===== src/rtl/calc_pkg.sv =====
// Shared definitions for the serial calculator: ALU select codes, ASCII
// constants, parser error codes, parser state encoding and small helpers.
package calc_pkg;

   localparam logic [2:0] ADD = 3'd1;
   localparam logic [2:0] SUB = 3'd2;
   localparam logic [2:0] MUL = 3'd3;
   localparam logic [2:0] DIV = 3'd4;

   localparam logic [7:0] CH_NUL  = 8'd0;
   localparam logic [7:0] CH_LF   = 8'd10;
   localparam logic [7:0] CH_CR   = 8'd13;
   localparam logic [7:0] CH_DASH = 8'd45;
   localparam logic [7:0] CH_ZERO = 8'd48;

   localparam logic [2:0] E_NONE    = 3'd0;
   localparam logic [2:0] E_BADCHAR = 3'd1;
   localparam logic [2:0] E_OVF     = 3'd2;
   localparam logic [2:0] E_EMPTY   = 3'd3;
   localparam logic [2:0] E_BADOP   = 3'd4;
   localparam logic [2:0] E_LONG    = 3'd5;

   typedef enum logic [1:0] {
      S_NUM1  = 2'd0,
      S_NUM2  = 2'd1,
      S_OP    = 2'd2,
      S_FLUSH = 2'd3
   } parse_state_t;

   function automatic logic is_digit(input logic [7:0] c);
      return (c >= CH_ZERO) && (c <= (CH_ZERO + 8'd9));
   endfunction

   function automatic logic is_letter(input logic [7:0] c);
      return ((c >= 8'd97) && (c <= 8'd122)) || ((c >= 8'd65) && (c <= 8'd90));
   endfunction

   // Opcode match is case-sensitive; 0 means "not a known opcode".
   function automatic logic [2:0] decode_op(input logic [7:0] a,
                                            input logic [7:0] b,
                                            input logic [7:0] c);
      logic [23:0] word;
      word = {a, b, c};
      case (word)
         24'h616464: return ADD;
         24'h737562: return SUB;
         24'h6d756c: return MUL;
         24'h646976: return DIV;
         default:    return 3'd0;
      endcase
   endfunction

endpackage


===== src/rtl/dec_digit_accum.sv =====
// Decimal digit accumulator shared by both operand fields: value*10+digit,
// with digit counting plus overflow and too-many-digits detection.
module dec_digit_accum
   import calc_pkg::*;
#(
   parameter int DBITS      = 8,
   parameter int MAX_DIGITS = 3,
   parameter int ACC_W      = 10,
   parameter int CW         = $clog2(MAX_DIGITS + 1)
) (
   input  logic             clk,
   input  logic             reset,
   input  logic             clear,
   input  logic             digit_strobe,
   input  logic [3:0]       digit,
   output logic [DBITS-1:0] value,
   output logic [CW-1:0]    count,
   output logic             ovf,
   output logic             too_long
);

   localparam logic [ACC_W+3:0] MAX_VAL = (ACC_W + 4)'((1 << DBITS) - 1);
   localparam logic [CW-1:0]    CNT_MAX = CW'(MAX_DIGITS);

   logic [ACC_W-1:0] acc;
   logic [ACC_W+3:0] next_val;

   // Widened so the candidate value can be compared before it is committed.
   assign next_val = ({4'b0000, acc} * (ACC_W + 4)'(10)) + {{ACC_W{1'b0}}, digit};
   assign ovf      = next_val > MAX_VAL;
   assign too_long = count == CNT_MAX;
   assign value    = acc[DBITS-1:0];

   always_ff @(posedge clk) begin
      if (reset || clear) begin
         acc   <= '0;
         count <= '0;
      end else if (digit_strobe && !ovf && !too_long) begin
         acc   <= next_val[ACC_W-1:0];
         count <= count + CW'(1);
      end
   end

endmodule


===== src/rtl/uart_cmd_parser.sv =====
// Parses "NNN-NNN-op\n" lines from the UART receiver into ALU operands and
// a select code, flagging malformed lines and resynchronising on newline.
module uart_cmd_parser
   import calc_pkg::*;
#(
   parameter int DBITS      = 8,
   parameter int MAX_DIGITS = 3
) (
   input  logic             clk,
   input  logic             reset,
   input  logic             rx_valid,
   input  logic [DBITS-1:0] rx_data,
   output logic [DBITS-1:0] number1,
   output logic [DBITS-1:0] number2,
   output logic [2:0]       sel,
   output logic             cmd_valid,
   output logic             cmd_error,
   output logic [2:0]       err_code,
   output logic             busy
);

   localparam int CW = $clog2(MAX_DIGITS + 1);

   parse_state_t     state;
   logic [DBITS-1:0] n1_pend;
   logic [DBITS-1:0] n2_pend;
   logic [7:0]       op_buf [3];
   logic [1:0]       op_cnt;

   logic [7:0]       ch;
   logic             in_num;
   logic             acc_clear;
   logic             acc_strobe;
   logic [DBITS-1:0] acc_value;
   logic [CW-1:0]    acc_count;
   logic             acc_ovf;
   logic             acc_long;
   logic [2:0]       op_sel;

   assign ch     = rx_data[7:0];
   assign in_num = (state == S_NUM1) || (state == S_NUM2);
   assign op_sel = decode_op(op_buf[0], op_buf[1], op_buf[2]);
   assign busy   = (state != S_NUM1) || (acc_count != '0);

   // Any significant byte that is not an accepted digit ends the current field.
   always_comb begin
      acc_strobe = 1'b0;
      acc_clear  = 1'b0;
      if (rx_valid && (ch != CH_CR)) begin
         if (in_num && is_digit(ch) && !acc_long && !acc_ovf)
            acc_strobe = 1'b1;
         else
            acc_clear = 1'b1;
      end
   end

   dec_digit_accum #(
      .DBITS      (DBITS),
      .MAX_DIGITS (MAX_DIGITS),
      .ACC_W      (10),
      .CW         (CW)
   ) u_accum (
      .clk          (clk),
      .reset        (reset),
      .clear        (acc_clear),
      .digit_strobe (acc_strobe),
      .digit        (rx_data[3:0]),
      .value        (acc_value),
      .count        (acc_count),
      .ovf          (acc_ovf),
      .too_long     (acc_long)
   );

   always_ff @(posedge clk) begin
      if (reset) begin
         state     <= S_NUM1;
         n1_pend   <= '0;
         n2_pend   <= '0;
         op_buf    <= '{default: '0};
         op_cnt    <= '0;
         number1   <= '0;
         number2   <= '0;
         sel       <= '0;
         cmd_valid <= 1'b0;
         cmd_error <= 1'b0;
         err_code  <= E_NONE;
      end else begin
         cmd_valid <= 1'b0;
         cmd_error <= 1'b0;
         if (rx_valid && (ch != CH_CR)) begin
            if (ch == CH_NUL) begin
               state  <= S_NUM1;
               op_cnt <= '0;
            end else begin
               case (state)
                  S_NUM1, S_NUM2: begin
                     if (is_digit(ch)) begin
                        if (acc_long) begin
                           cmd_error <= 1'b1;
                           err_code  <= E_LONG;
                           state     <= S_FLUSH;
                        end else if (acc_ovf) begin
                           cmd_error <= 1'b1;
                           err_code  <= E_OVF;
                           state     <= S_FLUSH;
                        end
                     end else if (ch == CH_DASH) begin
                        if (acc_count == '0) begin
                           cmd_error <= 1'b1;
                           err_code  <= E_EMPTY;
                           state     <= S_FLUSH;
                        end else if (state == S_NUM1) begin
                           n1_pend <= acc_value;
                           state   <= S_NUM2;
                        end else begin
                           n2_pend <= acc_value;
                           op_cnt  <= '0;
                           state   <= S_OP;
                        end
                     end else if (ch == CH_LF) begin
                        // A bare newline at line start is just an empty line.
                        if (!((state == S_NUM1) && (acc_count == '0))) begin
                           cmd_error <= 1'b1;
                           err_code  <= (acc_count == '0) ? E_EMPTY : E_BADCHAR;
                           state     <= S_NUM1;
                        end
                     end else begin
                        cmd_error <= 1'b1;
                        err_code  <= E_BADCHAR;
                        state     <= S_FLUSH;
                     end
                  end
                  S_OP: begin
                     if (is_letter(ch)) begin
                        if (op_cnt == 2'd3) begin
                           cmd_error <= 1'b1;
                           err_code  <= E_BADCHAR;
                           state     <= S_FLUSH;
                        end else begin
                           op_buf[op_cnt] <= ch;
                           op_cnt         <= op_cnt + 2'd1;
                        end
                     end else if (ch == CH_LF) begin
                        if ((op_cnt == 2'd3) && (op_sel != 3'd0)) begin
                           number1   <= n1_pend;
                           number2   <= n2_pend;
                           sel       <= op_sel;
                           cmd_valid <= 1'b1;
                        end else begin
                           cmd_error <= 1'b1;
                           err_code  <= E_BADOP;
                        end
                        op_cnt <= '0;
                        state  <= S_NUM1;
                     end else begin
                        cmd_error <= 1'b1;
                        err_code  <= E_BADCHAR;
                        state     <= S_FLUSH;
                     end
                  end
                  S_FLUSH: begin
                     if (ch == CH_LF)
                        state <= S_NUM1;
                  end
                  default: state <= S_NUM1;
               endcase
            end
         end
      end
   end

endmodule

===== config.mk =====
export PLATFORM = sky130hd
export DESIGN_NAME = uart_cmd_parser
export DESIGN_NICKNAME = d
export VERILOG_FILES = /design/src/rtl/calc_pkg.sv /design/src/rtl/dec_digit_accum.sv /design/src/rtl/uart_cmd_parser.sv
export SDC_FILE = /design/constraint.sdc
export NUM_CORES = 1
export LEC_CHECK = 0
export ABC_AREA = 1
export CORE_MARGIN = 5
export CORE_UTILIZATION = 45
export DETAILED_ROUTE_END_ITERATION = 8
export GPL_TIMING_DRIVEN = 0
export PLACE_DENSITY = 0.63
export SYNTH_ARGS = -nofsm -noshare
export SYNTH_HDL_FRONTEND = slang
export SYNTH_SLANG_ARGS = --single-unit

===== constraint.sdc =====
create_clock -name clk -period 3.6 [get_ports clk]
set_clock_uncertainty 0.15 [all_clocks]
set_input_delay 0.72 -clock clk [delete_from_list [all_inputs] [get_ports clk]]
set_output_delay 0.72 -clock clk [all_outputs]
set_load 0.1 [all_outputs]

==> metrics <==
CP Launch Point=rx_data[1]; final period utilization=90.1%; CTS hold repair buffers=0; CP Buf/Inv Count=1; flops & latches, synth=80; CTS tree=done; DR pass1 iterations=4; pins over their slew limit=0; Switching Power=0.505 mW; CP cell instances=clkdlybuf4s50_1 > ha_1 > fa_1 > nand2_1 > nand2_1 > nand3_1 > nor2_4 > nand2_2 > nor2_4 > nand3_2 > nand2_1 > nand2_1 > nor2_2 > nand4_4 > nand2_4 > nand2_4 > a21oi_2; Power Density=324 nW/um2; max_slew headroom=34.8%; Vias=around 4300; cts repair resizes=0; Most common cell on crit path=nand2_1; Hold WS=about 0.30 ns; CTS H-tree depth=3; WP data required=3.75 ns; Initial Utilization=45.7%; Post-CTS Setup Inserts=0; routability cong.=0.914; clock latency on the worst-skew pair=0.36 ns; CP max FO=10; max_cap viols=0; Clock transition at path regs=0.08 ns; total gr overflow=0; initial antenna violation count=0; CTS Sinks=80; Routed Antenna Nets=0; unique cell type count in the Yosys netlist=46; Post-DP HPWL=8680 um; Setup-failing EPs final=0; # rows=37; Final Critical Period=3.24 ns; Final Util=~53%; largest net degree at the start of global routing=16; post-synthesis instance total=646; DR WL/cell=13.4 um; CP top delay family=simple AND/OR/NAND/NOR gates; Synth Cell Area=4650 um2; nets@finish=729; final wirelength=roughly 11000 um; Core ar.=10200 um2; worst min path class=reg -> reg; status=complete, no violations; clock buffer count from CTS=9; P_int=1.23 mW; layout cells sized above 1=a little under an eighth; sequential power share=approximately 52%; Largest stage delay, worst path=0.68 ns; setup slack after layout=0.355 ns; WS Path Type=in -> reg; GRT Resource Usage Total=18.5%; DRC viols=0; clock network fraction of total power=a little under two fifths; Place WS=-0.0189 ns; 1st-iter DRT viols=between 150 and 200; Area Growth Syn to Fin=15.0%; actual slew at the worst max-slew pin=approximately 1 ns; Root Buffer=clkbuf_8; Die Span Y=112 um; Die X=112 um; placed inst area=5160 um2; number of failing hold endpoints at the final stage=0; port buffer count=34; synthesized area per cell=7.20 um2; first-pass GRT wire length=19100 um; peak supply drop=137 uV; sequential fraction of the synthesis area=34.4%; Logic pwr share=a little over a tenth; number of global-route vias before repair=4024; # diodes=0; total die area=12500 um2; FMAX=308 MHz; Slowest-stage cell, CP=clkdlybuf4s50_1; CTS Buffer Depth=2; RSZ-0062 raised after global routing=no; top-level I/O count=36; hold path start=op_buf[15]$_SDFFE_PP0P_; leakage=2.31 nW; warnings from Yosys=0; post-route design area=~5300 um2; Startpoint Class=input port; vias per inst=5.11; switch share=between 20 and 30%; CP arrival=3.39 ns; Mapped Nets=slightly below 700; Crit Reg-Reg Startpoint=u_accum.acc[1]$_SDFFE_PP0P_; kind of end point of the critical path=register
==> power by group through the flow <==
stage | clock [mW] | sequential, mW | combinational [mW]
3_3_place_gp | 0 | 0.925 | 0.186
4_1_cts | 0.663 | 0.904 | 0.188
6_report | 0.641 | 0.904 | 0.187
3_5_place_dp | 0 | 0.925 | 0.186
5_1_grt | 0.698 | 0.906 | 0.205
2_1_floorplan | 0 | 0.953 | 0.103
==> routing by layer <==
| layer | global-route usage, % | wire [um] | up-vias |
|---|---|---|---|
| met1 | 24.2 | 5430 | 1936 |
| li1 | - | - | 2242 |
| met5 | 0 | 0 | - |
| met2 | 31.2 | 5270 | 61 |
| met3 | 3.59 | 341 | 11 |
| met4 | 4.87 | 112 | 0 |
==> tightest hold or removal path, stage by stage (launching register included) <==
cell     delay, ns
dfxtp_1       0.32
nand2_1       0.06
nor2_1        0.03
==> placed cells by master (no fill, tap or decap), types with 2 or more instances in the layout <==
cell             instances
fa_1                     2
inv_2                    6
nand2_4                  4
buf_2                    5
xor2_1                   2
nor2_2                   8
clkdlybuf4s50_1         34
a21oi_2                  9
nor3_4                   2
nand2_1                110
inv_6                    2
nand3_1                 49
nor2_1                  92
o21ai_0                 42
nand2_2                  8
buf_6                    2
nand4_1                 21
nand3_2                  8
inv_1                   76
clkbuf_8                10
nor3_1                   7
clkinv_1                 2
nor2_4                   4
o211a_1                  2
dfxtp_1                 80
a31oi_1                  4
a21oi_1                 33
ha_1                    25
a211oi_1                17
clkbuf_1                 7
==> sequential cells by signal (all words and copies together), names as in the netlist <==
signal and flops:
err_code 3, cmd_error 1, u_accum.count 2, number2 8, state 2, n1_pend 8
u_accum.acc 10, op_buf 24, number1 8, op_cnt 2, n2_pend 8, cmd_valid 1
sel 3
==> synth_stat cells (all sizes together) <==
library cell	number	area, um2
a211oi	18	140
a21boi	1	7.51
a21oi	42	244
a31o	1	8.76
a31oi	4	25.0
and3	1	6.26
buf	8	55.1
clkbuf	8	31.3
clkinv	2	7.51
dfxtp	80	1600
fa	2	40.0
ha	25	313
inv	82	308
nand2	122	508
nand2b	1	6.26
nand3	58	343
nand4	22	153
nor2	105	460
nor3	10	77.6
nor4	1	6.26
o211a	2	20.0
o21a	1	7.51
o21ai	44	231
o21bai	1	7.51
o31ai	1	7.51
or2	1	8.76
xnor2	1	8.76
xor2	2	17.5
==> kinds of logic after synthesis <==
kind of cell | after synthesis | synth area share (%)
AOI/OAI and AO/OA | 115 | 15.0
xor gates and xnor gates | 3 | 0.565
adders and majority gates | 27 | 7.59
buffers and inverters | 100 | 8.64
DFF | 80 | 34.4
and+or+nand+nor | 321 | 33.7
==> layout make-up <==
class	count	area (um2)
well taps	136	170
plain buffers	16	86.3
clock buffers	10	138
multi-input cells	466	2650
fillers	1027	4840
flip-flops and latches	80	1600
inverters	84	315
repair buffers	34	340
clock inverters	6	50.0
==> path summary, 6_finish.rpt <==
path                                 endpoint  slack [ns]  depth (start not counted)
setup / recovery  u_accum.acc[0]$_SDFFE_PP0P_        0.36                         17
hold / removal        op_buf[15]$_SDFFE_PP0P_        0.30                          2
setup reg to reg  u_accum.acc[0]$_SDFFE_PP0P_        0.36                         17
hold reg to reg       op_buf[15]$_SDFFE_PP0P_        0.30                          2
==> per-stage QoR <==
step | total power [mW] | std cells | TNS, ns
after floorplan | 1.06 | 646 | 0
final | 1.73 | 832 | 0
after global placement | 1.11 | 816 | -0.0411
after CTS | 1.75 | 832 | 0
after detailed placement | 1.11 | 816 | -0.107
after global routing | 1.81 | 832 | 0
Note: power is estimated with default switching activity, not from simulation.
